===== src/rtl/color_pkg.sv =====
// Shared colour types for the render domain.
package color_pkg;

    typedef logic [11:0] rgb444_t;

endpackage


===== src/rtl/render_ctrl_pkg.sv =====
// Types and constants for the per-frame render sequencer.
package render_ctrl_pkg;

    typedef enum logic [2:0] {
        IDLE,
        CLEAR,
        START,
        RENDER,
        DONE
    } rc_state_t;

    localparam int GUARD_LEN = 2;
    localparam int GUARD_W   = 2;
    localparam int OVR_W     = 8;

    function automatic logic [OVR_W-1:0] sat_inc(input logic [OVR_W-1:0] v);
        return (v == '1) ? v : v + 1'b1;
    endfunction

endpackage


===== src/rtl/fb_clear_scanner.sv =====
// Raster-scan fill engine: one pixel per cycle, x fastest, colour latched at start.
module fb_clear_scanner
    import color_pkg::*;
#(
    parameter int FB_WIDTH  = 160,
    parameter int FB_HEIGHT = 120,
    parameter int X_W       = $clog2(FB_WIDTH),
    parameter int Y_W       = $clog2(FB_HEIGHT)
) (
    input  logic           clk,
    input  logic           rst,
    input  logic           start,
    input  rgb444_t        color,
    output logic           we,
    output logic [X_W-1:0] x,
    output logic [Y_W-1:0] y,
    output rgb444_t        data,
    output logic           done
);

    localparam logic [X_W-1:0] X_LAST = X_W'(FB_WIDTH - 1);
    localparam logic [Y_W-1:0] Y_LAST = Y_W'(FB_HEIGHT - 1);

    logic           active;
    logic [X_W-1:0] x_cnt;
    logic [Y_W-1:0] y_cnt;
    rgb444_t        color_q;
    logic           last_x;
    logic           last_y;

    assign last_x = (x_cnt == X_LAST);
    assign last_y = (y_cnt == Y_LAST);

    always_ff @(posedge clk) begin
        if (rst) begin
            active  <= 1'b0;
            x_cnt   <= '0;
            y_cnt   <= '0;
            color_q <= '0;
        end else if (start) begin
            active  <= 1'b1;
            x_cnt   <= '0;
            y_cnt   <= '0;
            color_q <= color;
        end else if (active) begin
            // y is left at its last value once the final row completes
            if (last_x) begin
                x_cnt <= '0;
                if (last_y) begin
                    active <= 1'b0;
                end else begin
                    y_cnt <= y_cnt + 1'b1;
                end
            end else begin
                x_cnt <= x_cnt + 1'b1;
            end
        end
    end

    assign we   = active;
    assign x    = x_cnt;
    assign y    = y_cnt;
    assign data = color_q;
    assign done = active && last_x && last_y;

endmodule


===== src/rtl/render_frame_ctrl.sv =====
// Per-frame sequencer: clear back buffer, start feeder, merge raster writes, swap on frame pulse.
module render_frame_ctrl
    import color_pkg::*;
    import render_ctrl_pkg::*;
#(
    parameter int FB_WIDTH  = 160,
    parameter int FB_HEIGHT = 120,
    parameter int X_W       = $clog2(FB_WIDTH),
    parameter int Y_W       = $clog2(FB_HEIGHT)
) (
    input  logic             clk,
    input  logic             rst,
    input  logic             frame_start,
    input  rgb444_t          clear_color,
    output logic             feeder_begin,
    input  logic             feeder_busy,
    input  logic             raster_busy,
    input  logic             raster_valid,
    input  logic [X_W-1:0]   raster_x,
    input  logic [Y_W-1:0]   raster_y,
    input  rgb444_t          raster_color,
    output logic             raster_ready,
    output logic             fb_we,
    output logic [X_W-1:0]   fb_x,
    output logic [Y_W-1:0]   fb_y,
    output rgb444_t          fb_data,
    output logic             swap,
    output logic             busy,
    output logic [OVR_W-1:0] overrun_cnt,
    output rc_state_t        state
);

    localparam logic [X_W:0] X_LIM = (X_W + 1)'(FB_WIDTH);
    localparam logic [Y_W:0] Y_LIM = (Y_W + 1)'(FB_HEIGHT);

    rc_state_t        cur_state;
    rc_state_t        nxt_state;
    logic [GUARD_W-1:0] guard;
    logic             clr_start;
    logic             clr_we;
    logic [X_W-1:0]   clr_x;
    logic [Y_W-1:0]   clr_y;
    rgb444_t          clr_data;
    logic             clr_done;
    logic             raster_hs;
    logic             raster_in_range;
    logic             frame_busy;

    // Rasterizer handshake: a pixel transfers in any cycle where raster_valid
    // and raster_ready are both high; the rasterizer holds it stable until then.
    assign raster_hs       = raster_valid && raster_ready;
    assign raster_in_range = ({1'b0, raster_x} < X_LIM) && ({1'b0, raster_y} < Y_LIM);
    assign frame_busy      = (cur_state == CLEAR) || (cur_state == START) || (cur_state == RENDER);

    fb_clear_scanner #(
        .FB_WIDTH (FB_WIDTH),
        .FB_HEIGHT(FB_HEIGHT),
        .X_W      (X_W),
        .Y_W      (Y_W)
    ) u_clear (
        .clk  (clk),
        .rst  (rst),
        .start(clr_start),
        .color(clear_color),
        .we   (clr_we),
        .x    (clr_x),
        .y    (clr_y),
        .data (clr_data),
        .done (clr_done)
    );

    always_comb begin
        nxt_state = cur_state;
        clr_start = 1'b0;
        case (cur_state)
            IDLE: begin
                if (frame_start) begin
                    nxt_state = CLEAR;
                    clr_start = 1'b1;
                end
            end
            CLEAR: begin
                if (clr_done) nxt_state = START;
            end
            START: nxt_state = RENDER;
            RENDER: begin
                // guard covers the delay before feeder_busy rises after feeder_begin
                if (guard == '0 && !feeder_busy && !raster_busy && !raster_valid) begin
                    nxt_state = DONE;
                end
            end
            DONE: begin
                if (frame_start) begin
                    nxt_state = CLEAR;
                    clr_start = 1'b1;
                end
            end
            default: nxt_state = IDLE;
        endcase
    end

    always_ff @(posedge clk) begin
        if (rst) begin
            cur_state    <= IDLE;
            guard        <= '0;
            fb_we        <= 1'b0;
            fb_x         <= '0;
            fb_y         <= '0;
            fb_data      <= '0;
            swap         <= 1'b0;
            feeder_begin <= 1'b0;
            raster_ready <= 1'b0;
            busy         <= 1'b0;
            overrun_cnt  <= '0;
        end else begin
            cur_state    <= nxt_state;
            swap         <= (cur_state == DONE) && frame_start;
            feeder_begin <= (nxt_state == START);
            raster_ready <= (nxt_state == RENDER);
            busy         <= (nxt_state == CLEAR) || (nxt_state == START) || (nxt_state == RENDER);

            if (cur_state == START) begin
                guard <= GUARD_W'(GUARD_LEN);
            end else if (cur_state == RENDER && guard != '0) begin
                guard <= guard - 1'b1;
            end

            if (frame_start && frame_busy) begin
                overrun_cnt <= sat_inc(overrun_cnt);
            end

            if (cur_state == CLEAR && clr_we) begin
                fb_we   <= 1'b1;
                fb_x    <= clr_x;
                fb_y    <= clr_y;
                fb_data <= clr_data;
            end else if (raster_hs) begin
                fb_we   <= raster_in_range;
                fb_x    <= raster_x;
                fb_y    <= raster_y;
                fb_data <= raster_color;
            end else begin
                fb_we <= 1'b0;
            end
        end
    end

    assign state = cur_state;

endmodule

===== config.mk =====
export PLATFORM = sky130hd
export DESIGN_NAME = render_frame_ctrl
export DESIGN_NICKNAME = d
export VERILOG_FILES = /design/src/rtl/color_pkg.sv /design/src/rtl/render_ctrl_pkg.sv /design/src/rtl/fb_clear_scanner.sv /design/src/rtl/render_frame_ctrl.sv
export SDC_FILE = /design/constraint.sdc
export NUM_CORES = 1
export LEC_CHECK = 0
export CAP_MARGIN = 10
export CORE_ASPECT_RATIO = 1.1
export CORE_MARGIN = 1.5
export CORE_UTILIZATION = 45
export CTS_BUF_LIST = sky130_fd_sc_hd__clkbuf_4
export CTS_CLUSTER_SIZE = 40
export DETAILED_ROUTE_END_ITERATION = 8
export GPL_TIMING_DRIVEN = 0
export PLACE_DENSITY = 0.79
export SETUP_SLACK_MARGIN = 0.2
export SLEW_MARGIN = 20
export SYNTH_ARGS = -nofsm -noshare
export SYNTH_HDL_FRONTEND = slang
export SYNTH_SLANG_ARGS = --single-unit
export TNS_END_PERCENT = 10

===== constraint.sdc =====
create_clock -name clk -period 1.9 [get_ports clk]
set_clock_uncertainty 0.2 [all_clocks]
set_input_delay 0.57 -clock clk [delete_from_list [all_inputs] [get_ports clk]]
set_output_delay 0.57 -clock clk [all_outputs]
set_load 0.02 [all_outputs]

==> reports/results.ini, run 1 <==
[logic_synthesis]
synth_top_cell_area_share_pct=46.81
avgSynthCellArea_um2=8.280
syn-cell-area_um2=3122
post-synth-top-area-cell=dfxtp_1
synthesis.nets=426
synth_area_leaders=dfxtp_1 (47%), a311oi_1 (7.9%), nand2_1 (7.7%)
ys_ff_latch=73
yosysSeqAreaShare_pct=46.81
synthesis.instances=377
ys_types=39
yosys_warnings=0

[worst_setup_path]
worstPathRequired_ns=1.13
cp.arrival_ns=1.03
crit_buf_inv=1
worstSetupPathType=flop to output pin
worstPathMaxFanout=2
endpoint_kind=output pin
cp-startpoint=fb_data[0]
slowest_stage=dfxtp_1
crit_family=flip-flops
timing.rr.start=u_clear.y[1]
slowest_delay_ns=0.36
worstPathCellList=clkdlybuf4s15_2
start_kind=flop

[floorplan]
std_cell_rows=31
initial_core_util_pct=47.07
coreArea_um2=6633
ios=88
die-area_um2=7447
die_h_um=90.36
die_width_um=82.42

[outcome]
status=finished clean

[routing]
num_vias=3291
route.detailed.drc=0
drt.antenna.violating_nets=0
drt_iter0_drc=260
wl_per_cell_um=16.12
drt-pass1-iter-count=4
routed_via_density=5.664
routed_wl_mm=9.368

[finish]
drive_gt1_share_pct=27.45
diodes=0
nFillCells=540
mostFrequentLayoutCell=nand2_1
fin_area_um2=4507
final_core_util_pct=67.95
area_growth_pct=44.37
layout_common_cells=nand2_1 (62), dfxtp_1 (57), nor2_1 (50)
nets=544

[cts]
root_buffer=clkbuf_4
htreeDepth=3
ctsHoldBuffers=0
cts_tree=done
cts.sinks=73
clock_insertion_delay_worst_skew_ns=0.43
path_clk_slew_ns=0.11
cts_buffers=9
clockBufferDepth=2

[grt]
grt-ovfl-total=0
grt_usage_pct=24.68
antenna_found_initial=0
grt_max_degree=12
grt_pass1_vias=3026
grt_first_pass_wirelength_mm=14.28

[placed_design]
dp_hpwl_mm=6.173
io_buffers=87
post-place-ws_ns=-0.7756
place_congestion=0.8468
placed_area_um2=4120

[sta]
min_period_ns=1.803
finalSetupViolCount=0
hold_ws_ns=0.2618
min_period_over_period_pct=94.89
setup_slack_ns=0.09700
slew_viol_final=0
relSlewSlack_pct=60.08
worst_pin_slew_ns=0.5988
fmax_mhz=554.6
hold_violations=0
grt_setup_unrepaired=yes

[job]
drv_cap=0

[pwr]
power.leakage_nw=1.731
powerDensity_nw_per_um2=637.1
peakVddDrop_uv=417.0

[min_path]
min_from=u_clear.data[5]
hp-class=flop to flop

state kept, by name (all words and copies together) (netlist names):
signal / cells
guard: 2
feeder_begin: 1
busy: 1
fb_we: 1
u_clear.data: 12
fb_data: 12
u_clear.we: 1
u_clear.x: 8
fb_x: 8
overrun_cnt: 8
state: 3
fb_y: 7
raster_ready: 1
u_clear.y: 7
swap: 1
stage by stage:
stage               power [mW]  TNS, ns  std cells
detailed placement       2.074   -33.59        546
global route             2.978        0        581
CTS                      2.851        0        568
finish                   2.871        0        581
floorplan                1.847        0        377
global placement         2.067   -32.50        546
worst min-delay path, delay by kind of cell (launching register included):
| family | cells | cell delay, ns |
|---|---|---|
| flip-flops | 1 | 0.33 |
| AND/OR/NAND/NOR | 1 | 0.05 |
| AO/OA/AOI/OAI | 1 | 0.05 |
path summary, 6_finish.rpt:
path	depth (start not counted)	end	slack [ns]
min reg2reg	2	u_clear.data[5]	0.26
max reg2reg	6	u_clear.y[6]	0.14
min	2	u_clear.data[5]	0.26
max	1	fb_data[0]	0.1
cells by family after synthesis:
kind of cell	synth area share [%]
adders and majority gates	1.603
buffers and inverters	3.407
muxes	0.6413
AOI/OAI and AO/OA	15.51
and+or+nand+nor	28.94
DFF	46.81
xor gates and xnor gates	3.086
synthesized netlist by cell type (all sizes together):
library cell and count:
a211o 1, a211oi 5, a21oi 23, a22oi 1, a311oi 28, a31oi 4, and2 1, and3 1
and4 2, and4b 2, and4bb 1, buf 1, clkbuf 22, dfxtp 73, ha 4, inv 5
mux2i 2, nand2 65, nand2b 2, nand3 32, nand4 8, nand4bb 1, nor2 51, nor2b 3
nor3 3, nor3b 6, nor4 5, nor4bb 1, o21ai 6, o21bai 2, or2 1, or3 1
or3b 1, or4 2, xnor2 6, xor2 5
routing by layer:
layer | vias to the layer above | part of all wire [%] | GRT usage [%] | wire length, um
met5 | - | 0 | 0 | 0
met2 | 121 | 48 | 39.70 | 4533
met4 | 0 | 2.2 | 9.746 | 204
met1 | 1566 | 43 | 31.88 | 4068
met3 | 21 | 6.0 | 4.646 | 562
li1 | 1583 | - | - | -
area by class of cell:
type | count | area, um^2 | area share (%)
Tap cell | 82 | 102.6 | 2.277
Clock inverter | 4 | 21.27 | 0.4720
Buffer | 23 | 131.4 | 2.915
Timing Repair Buffer | 107 | 933.4 | 20.71
Multi-Input combinational cell | 276 | 1708 | 37.90
Sequential cell | 73 | 1509 | 33.48
Inverter | 5 | 18.77 | 0.4164
Clock buffer | 11 | 82.58 | 1.832
where the power goes:
part | leakage [nW] | internal, mW | switching, mW
Sequential | 0.604 | 1.58 | 0.0366
Clock | 0.0601 | 0.283 | 0.527
Combinational | 1.07 | 0.213 | 0.235
what timing repair did:
item | 4_1_cts | 5_1_grt
pin swaps | 0 | 12
buffers inserted | 7 | 13
endpoints found under the setup margin | 111 | 112
resized for setup | 212 | 51
(Power assumes the default switching activity.)
==> run 2: changes to the inputs <==
==> constraint.sdc (replaced) <==
create_clock -name clk -period 1.9 [get_ports clk]
set_clock_uncertainty 0.2 [all_clocks]
set_input_delay 0.19 -clock clk [delete_from_list [all_inputs] [get_ports clk]]
set_output_delay 0.19 -clock clk [all_outputs]
set_load 0.02 [all_outputs]
==> run 2 against run 1 <==
Net effect: combinational power down 11%; wire length fell by 6.4%; flip-flop and latch count stayed put; core utilization is 3.8 points lower; first-iteration DRC count is 7.7% lower; global-route usage shrank 0.061 points; clock power grew 15%; register-to-register slack got worse by 0.09 ns; final cell count decreased by 3.3%; sequential power is essentially flat.
==> reports/results.ini, run 2 (same netlist as run 1, synthesis figures left out) <==
[outcome]
status=finished clean

[sta]
relSlewSlack_pct=63.54  ; +3.5 points
worst_pin_slew_ns=0.5469  ; -0.05192 ns
hold_violations=0  ; unchanged
min_period_over_period_pct=97.35  ; +2.5 points
finalSetupViolCount=0  ; unchanged
fmax_mhz=540.6  ; -2.5%
setup_tns_ns=0  ; unchanged
slew_viol_final=0  ; unchanged
grt_setup_unrepaired=yes
min_period_ns=1.850  ; +0.04672 ns

[grt]
grt-ovfl-total=0  ; unchanged
grt_max_degree=13  ; +1
grt_pass1_vias=3133  ; +3.5%
grt_usage_pct=24.62  ; -0.061 points
antenna_found_initial=0  ; unchanged
grt_first_pass_wirelength_mm=14.21  ; -0.48%

[cts]
root_buffer=clkbuf_4
htreeDepth=3  ; unchanged
cts_setup_buffers=0  ; -7
cts.sinks=73  ; unchanged
ctsHoldBuffers=0  ; unchanged
cts_buffers=9  ; unchanged
cts_tree=done
clock_insertion_delay_worst_skew_ns=0.42  ; about the same
clockBufferDepth=2  ; unchanged
path_clk_slew_ns=0.12  ; about the same

[placed_design]
io_buffers=87  ; unchanged
dp_hpwl_mm=6.227  ; +0.87%
place_congestion=0.8224  ; -2.9%

[routing]
drt-pass1-iter-count=5  ; +1
num_vias=3174  ; -3.6%
routed_wl_mm=8.764  ; -6.4%
route.detailed.drc=0  ; unchanged
drt.antenna.violating_nets=0  ; unchanged
routed_via_density=5.648  ; -0.29%
drt_iter0_drc=240  ; -7.7%
wl_per_cell_um=15.59  ; -3.3%

[floorplan]
die_width_um=82.42  ; unchanged
die-area_um2=7447  ; unchanged
coreArea_um2=6633  ; unchanged
die_h_um=90.36  ; unchanged
ios=88  ; unchanged
std_cell_rows=31  ; unchanged
initial_core_util_pct=47.07  ; unchanged

[finish]
mostFrequentLayoutCell=dfxtp_1
layout_common_cells=dfxtp_1 (68), nand2_1 (63), nor2_1 (50)
nets=524  ; -3.7%
area_growth_pct=36.31
diodes=0  ; unchanged
final_core_util_pct=64.16  ; -3.8 points
nFillCells=589  ; +9.1%
drive_gt1_share_pct=9.375  ; -18 points

[min_path]
hp-class=input port to flop

[worst_setup_path]
worstSetupPathType=flop to flop
start_kind=flop
cp.arrival_ns=2.01  ; +0.98 ns
slowest_stage=or4_1
worstPathCellList=ha_4, and4_4, nand2_4, or4_1, a21oi_1
endpoint_kind=flop
worstPathRequired_ns=2.06  ; +0.93 ns
slowest_delay_ns=0.51  ; +0.15 ns
worstPathMaxFanout=8  ; +6

[pwr]
powerDensity_nw_per_um2=694.6  ; +9.0%
peakVddDrop_uv=382.6  ; -8.3%
power.leakage_nw=1.699  ; -1.8%

[job]
drv_cap=0  ; unchanged

run 2: metrics by stage:
stage / cell area [um^2] / hold slack [ns] / std cells / power, mW / setup WS [ns]
after floorplan: 3142 / 0.1260 / 377 / 1.846 / 0.1880
after global placement: 4115 / 0.2440 / 546 / 2.064 / -0.3357
after detailed placement: 4115 / 0.2509 / 546 / 2.075 / -0.3878
after CTS: 4232 / 0.09880 / 562 / 2.956 / 0.01002
after global routing: 4255 / 0.1144 / 562 / 3.082 / 0.002815
final: 4255 / 0.1069 / 562 / 2.956 / 0.05028
run 2: cell type report:
cell class / instances / area [um^2] / area share, %
Multi-Input combinational cell: 276 / 1614 / 37.93
Sequential cell: 73 / 1470 / 34.55
Timing Repair Buffer: 87 / 817.0 / 19.20
Buffer: 23 / 103.9 / 2.440
Tap cell: 82 / 102.6 / 2.411
Clock buffer: 9 / 67.56 / 1.588
Clock inverter: 7 / 61.31 / 1.441
Inverter: 5 / 18.77 / 0.4410
run 2: path summary, 6_finish.rpt:
check	startpoint	endpoint	slack, ns	cells after the start
worst min register to register	u_clear.data[11]	u_clear.data[11]	0.27	2
worst max register to register	u_clear.x[0]	u_clear.y[3]	0.05	5
worst max-delay path	u_clear.x[0]	u_clear.y[3]	0.05	5
worst min-delay path	clear_color[4]	u_clear.data[4]	0.11	3
run 2: critical path: cells and delay by family (launching register included):
kind,cells,cell delay (ns)
flip-flops,1,0.42
AO/OA/AOI/OAI,1,0.14
AND/OR/NAND/NOR,3,0.85
adder cells (fa/ha/maj),1,0.17
run 2: power by group:
part | switching, mW | total (mW) | internal, mW
Sequential | 0.0369 | 1.62 | 1.59
Clock | 0.548 | 0.933 | 0.385
Combinational | 0.215 | 0.398 | 0.182
Total | 0.800 | 2.96 | 2.16
run 2: repair_timing:
| item | in CTS | in global routing |
|---|---|---|
| setup endpoints to repair | 99 | 67 |
| gates resized for setup | 58 | 18 |
| pin swaps | 1 | 0 |
| endpoints found under the hold margin | 0 | 0 |
run 2: layer usage:
metal	track usage, %	share of wire (%)	routed length (um)	vias up
li1	-	-	-	1552
met5	0	0	0	-
met4	9.463	1.0	92	0
met3	5.960	7.4	647	9
met1	31.62	45	3977	1496
met2	39.02	46	4047	117
